File: src/rtl/mmio_pkg.sv
// Shared constants for the dmem MMIO bridge: window offsets, CTRL bit layout, default base.
package mmio_pkg;

  // Offsets of the counter and CTRL registers are relative to NUM_PROBES.
  localparam int MMIO_OFF_CNT  = 0;
  localparam int MMIO_OFF_CTRL = 1;

  localparam int CTRL_CNT_EN  = 0;
  localparam int CTRL_CNT_CLR = 1;

  localparam logic [11:0] MMIO_BASE_DEFAULT = 12'hF00;

  function automatic int mmio_abs_off(input int num_probes, input int rel_off);
    return num_probes + rel_off;
  endfunction

endpackage

File: src/rtl/mmio_cycle_counter.sv
// Free-running wrap-around cycle counter with enable and synchronous clear (clear wins).
module mmio_cycle_counter #(
  parameter int DATA_W = 32
) (
  input  logic              clock,
  input  logic              reset,
  input  logic              en,
  input  logic              clr,
  output logic [DATA_W-1:0] count
);

  logic [DATA_W-1:0] r_count;

  always_ff @(posedge clock or posedge reset) begin
    if (reset) begin
      r_count <= '0;
    end else if (clr) begin
      r_count <= '0;
    end else if (en) begin
      r_count <= r_count + DATA_W'(1);
    end
  end

  assign count = r_count;

endmodule

File: src/rtl/mmio_bridge.sv
// dmem front end decoding an MMIO window of probe registers and an optional cycle counter.
// Define MMIO_CYCLE_COUNTER_EN to build the counter and its CTRL register.
module mmio_bridge
  import mmio_pkg::*;
#(
  parameter int                ADDR_W     = 12,
  parameter int                DATA_W     = 32,
  parameter int                NUM_PROBES = 4,
  parameter logic [ADDR_W-1:0] MMIO_BASE  = ADDR_W'(MMIO_BASE_DEFAULT)
) (
  input  logic                         clock,
  input  logic                         reset,
  input  logic [ADDR_W-1:0]            cpu_address,
  input  logic [DATA_W-1:0]            cpu_data,
  input  logic                         cpu_wren,
  output logic [DATA_W-1:0]            cpu_q,
  output logic [ADDR_W-1:0]            mem_address,
  output logic [DATA_W-1:0]            mem_data,
  output logic                         mem_wren,
  input  logic [DATA_W-1:0]            mem_q,
  output logic [NUM_PROBES*DATA_W-1:0] probe,
  output logic [NUM_PROBES-1:0]        probe_strobe
);

  localparam logic [ADDR_W-1:0] L_OFF_CNT  = ADDR_W'(mmio_abs_off(NUM_PROBES, MMIO_OFF_CNT));
  localparam logic [ADDR_W-1:0] L_OFF_CTRL = ADDR_W'(mmio_abs_off(NUM_PROBES, MMIO_OFF_CTRL));

  logic              w_is_mmio;
  logic [ADDR_W-1:0] w_off;
  logic              w_mmio_wr;
  logic [DATA_W-1:0] w_mmio_q;

  logic [DATA_W-1:0]     r_probe [NUM_PROBES];
  logic [NUM_PROBES-1:0] r_strobe;
  logic [NUM_PROBES-1:0] w_probe_sel;

  assign w_is_mmio = (cpu_address >= MMIO_BASE);
  assign w_off     = cpu_address - MMIO_BASE;
  assign w_mmio_wr = cpu_wren & w_is_mmio;

  assign mem_address = cpu_address;
  assign mem_data    = cpu_data;
  assign mem_wren    = cpu_wren & ~w_is_mmio;

  for (genvar gi = 0; gi < NUM_PROBES; gi++) begin : g_probe
    assign w_probe_sel[gi]                = w_mmio_wr && (w_off == ADDR_W'(gi));
    assign probe[gi*DATA_W +: DATA_W]     = r_probe[gi];
  end

  always_ff @(posedge clock or posedge reset) begin
    if (reset) begin
      for (int i = 0; i < NUM_PROBES; i++) begin
        r_probe[i] <= '0;
      end
      r_strobe <= '0;
    end else begin
      for (int i = 0; i < NUM_PROBES; i++) begin
        if (w_probe_sel[i]) begin
          r_probe[i] <= cpu_data;
        end
      end
      r_strobe <= w_probe_sel;
    end
  end

  assign probe_strobe = r_strobe;

`ifdef MMIO_CYCLE_COUNTER_EN
  logic              r_cnt_en;
  logic              w_ctrl_wr;
  logic              w_cnt_en_next;
  logic              w_cnt_clr;
  logic [DATA_W-1:0] w_count;

  // The enable being written already governs the counter on the write edge.
  assign w_ctrl_wr     = w_mmio_wr && (w_off == L_OFF_CTRL);
  assign w_cnt_en_next = w_ctrl_wr ? cpu_data[CTRL_CNT_EN] : r_cnt_en;
  assign w_cnt_clr     = w_ctrl_wr && cpu_data[CTRL_CNT_CLR];

  always_ff @(posedge clock or posedge reset) begin
    if (reset) begin
      r_cnt_en <= 1'b1;
    end else begin
      r_cnt_en <= w_cnt_en_next;
    end
  end

  mmio_cycle_counter #(
    .DATA_W(DATA_W)
  ) u_cycle_counter (
    .clock(clock),
    .reset(reset),
    .en   (w_cnt_en_next),
    .clr  (w_cnt_clr),
    .count(w_count)
  );
`endif

  always_comb begin
    w_mmio_q = '0;
    for (int i = 0; i < NUM_PROBES; i++) begin
      if (w_off == ADDR_W'(i)) begin
        w_mmio_q = r_probe[i];
      end
    end
`ifdef MMIO_CYCLE_COUNTER_EN
    if (w_off == L_OFF_CNT) begin
      w_mmio_q = w_count;
    end
    if (w_off == L_OFF_CTRL) begin
      w_mmio_q              = '0;
      w_mmio_q[CTRL_CNT_EN] = r_cnt_en;
    end
`endif
  end

  assign cpu_q = w_is_mmio ? w_mmio_q : mem_q;

endmodule

File: config.mk
export PLATFORM = sky130hd
export DESIGN_NAME = mmio_bridge
export DESIGN_NICKNAME = d
export VERILOG_FILES = /design/src/rtl/mmio_pkg.sv /design/src/rtl/mmio_cycle_counter.sv /design/src/rtl/mmio_bridge.sv
export SDC_FILE = /design/constraint.sdc
export NUM_CORES = 1
export LEC_CHECK = 0
export ABC_CLOCK_PERIOD_IN_PS = 8200
export CELL_PAD_IN_SITES_DETAIL_PLACEMENT = 1
export CELL_PAD_IN_SITES_GLOBAL_PLACEMENT = 1
export CORE_ASPECT_RATIO = 0.75
export CORE_MARGIN = 2
export CORE_UTILIZATION = 28
export DETAILED_ROUTE_END_ITERATION = 10
export GPL_ROUTABILITY_DRIVEN = 0
export PLACE_DENSITY_LB_ADDON = 0.12
export SETUP_SLACK_MARGIN = 0.15
export SLEW_MARGIN = 30
export SYNTH_ARGS = -nofsm -noshare
export SYNTH_HDL_FRONTEND = slang
export SYNTH_SLANG_ARGS = --single-unit
File: constraint.sdc
create_clock -name clock -period 8.2 [get_ports clock]
set_input_delay 1.64 -clock clock [delete_from_list [all_inputs] [get_ports clock]]
set_output_delay 1.64 -clock clock [all_outputs]
set_load 0.02 [all_outputs]
==> qor.yml <==
finalCritPeriodShare_pct: 69.1
yosysUniqueCellTypes: 21
clock-sinks: 132
drc_errors: 0
die_y_um: 137
total_power_mw: 1.57
power.density_nw_per_um2: 157
hpwl_um: 14900
syn_area_per_cell_um2: 16.0
cts_hold_buf: 0
path_class: "in -> out"
std_cell_rows: 48
slew_headroom_pct: 47.9
dpl_worst_slack_ps: 2520
vias_per_cell: 4.71
ir_worst_vdd_v: 0.000119
leakage_nw: 4.52
cts_htree_levels: 4
route.detailed.wl_per_inst_um: 22.0
synthCells: 415
final_util_pct: 43.2
hp-class: "reg -> reg"
worstPathArrival_ps: 4030
crit_top_cell: "clkdlybuf4s50_1"
drive_gt1_share_pct: 31.2
fin_nets: 733
drtAntennaViolNets: 0
grt_pass1_wl_um: 32000
drv_slew: 0
cts_resized: 0
max_freq_mhz: 176
antenna_found_initial: 0
numCtsBuffers: 17
cts_tree: "yes"
coreArea_um2: 23100
design_area_um2: 9980
dp_cells: 935
synth_seq_cells: 132
syn-cell-area_um2: 6630
outcome: "finished clean"
path_cells: "clkdlybuf4s50_1, or4_4, nor3_2, buf_4, a22o_1, clkdlybuf4s50_1"
crit_path_start_kind: "input port"
finalSetupTns_ps: 0
worst_slack_ps: 2530
first_pass_iters: 4
max_cap_violations: 0
worstMarginPinSlew_ps: 782
numPortBuffers: 287
synthesis.nets: 494
placed_area_um2: 9420
grt_use_total_pct: 17.1
drtIter0Drc: 187
grt_max_degree: 79
instances_no_fill: 967
hold_viol: 0
drt_wl_total_um: 21300
die_area_um2: 24900
postCtsSetupBuffers: 0
overflow: 0
slowest_stage: "or4_4"
syn2layout_area_growth_pct: 50.7
finalCriticalPeriod_ps: 5670
critPathRequiredTime_ps: 6560
pin_count: 288
rsz0062_at_grt: "no"
setup_viol: 0
cts_root_buf: "clkbuf_16"
clk_pin_slew_worst_paths_ps: 50
yosys_warnings: 0
clockBufferDepth: 2
fin_worst_skew_ps: 0
vias: 4559
antenna_cells: 0
die_w_um: 182
ys_seq_area_share_pct: 49.9
cpPeakStageDelay_ps: 630
hold_ws_ps: 525
crit_fanout: 20
worstSetupEndpointType: "primary output"
grt_pass1_vias: 5079
clkLatencyLatePin_ps: 400
initial_core_util_pct: 28.7
==> registers in the layout, summed over array words and instances, names as in the netlist <==
signal	cells
probe_strobe	4
probe	128
==> Yosys cell counts <==
library cell	count	area [um2]
a22o_1	32	280
or4_4	3	33.8
nor4_4	2	42.5
inv_1	3	11.3
mux2_1	2	22.5
nand3_1	1	5.00
nor3_1	1	5.00
buf_6	9	101
nand4_1	1	6.26
buf_4	44	330
or3b_2	1	8.76
nand3b_1	2	15.0
buf_1	4	15.0
mux2_2	68	766
and2_1	1	6.26
mux2_4	58	871
buf_2	6	30.0
dfrtp_1	132	3300
clkbuf_1	12	45.0
or2_2	1	6.26
mux4_2	32	721
==> cells by family (layout without fill, tap and decap cells) <==
group / after synthesis / count (layout) / share of synthesized area, %
AO/OA/AOI/OAI: 32 / 32 / 4.23
multiplexers: 160 / 160 / 35.9
AND/OR/NAND/NOR: 13 / 13 / 1.95
flip-flops: 132 / 132 / 49.9
buffers and inverters: 78 / 330 / 8.05
==> layout make-up <==
| type | instances | area [um2] |
|---|---|---|
| fillers | 2314 | 13100 |
| flip-flops and latches | 132 | 3300 |
| repair buffers | 295 | 2930 |
| multi-input cells | 205 | 2790 |
| clock buffers | 19 | 443 |
| well taps | 300 | 375 |
| clock inverters | 13 | 125 |
| inverters | 3 | 16.3 |
==> placed cells by master, fill, tap and decap left out, drive strengths merged, types with 4 or more instances in the layout <==
master           n
clkdlybuf4s50  285
dfrtp          132
mux2           128
mux4            32
a22o            32
clkbuf          19
buf             10
inv              7
clkinvlp         4
clkinv           4
==> layer usage <==
metal | global-route usage (%) | up-vias | share of wire, %
met1 | 22.7 | 2398 | 45
met4 | 3.66 | 0 | 0.76
met2 | 28.4 | 153 | 48
li1 | - | 1995 | -
met3 | 4.47 | 13 | 5.4
met5 | 0 | - | 0
==> worst max-delay path, delay by kind of cell <==
kind / cells / cell delay, ps
compound gates: 1 / 190
buf+inv: 3 / 1350
simple gates: 2 / 840
==> path summary, 6_finish.rpt <==
kind | from | end | slack [ps] | cells after the start
max in group asynchronous | reset | probe[10] | 5220 | 3
hold reg to reg | probe[126] | probe[126] | 530 | 1
setup / recovery | cpu_address[3] | cpu_q[24] | 2530 | 6
hold / removal | probe[126] | probe[126] | 530 | 1
setup reg to reg | probe[13] | probe[13] | 7380 | 1
min in group asynchronous | reset | probe[12] | 1690 | 2
==> power breakdown <==
part,switching [mW],internal [mW]
clock network,0.307,0.430
registers,0.00249,0.654
logic,0.0875,0.0912
total,0.397,1.18
No activity file was read; power rests on OpenSTA's default activity.
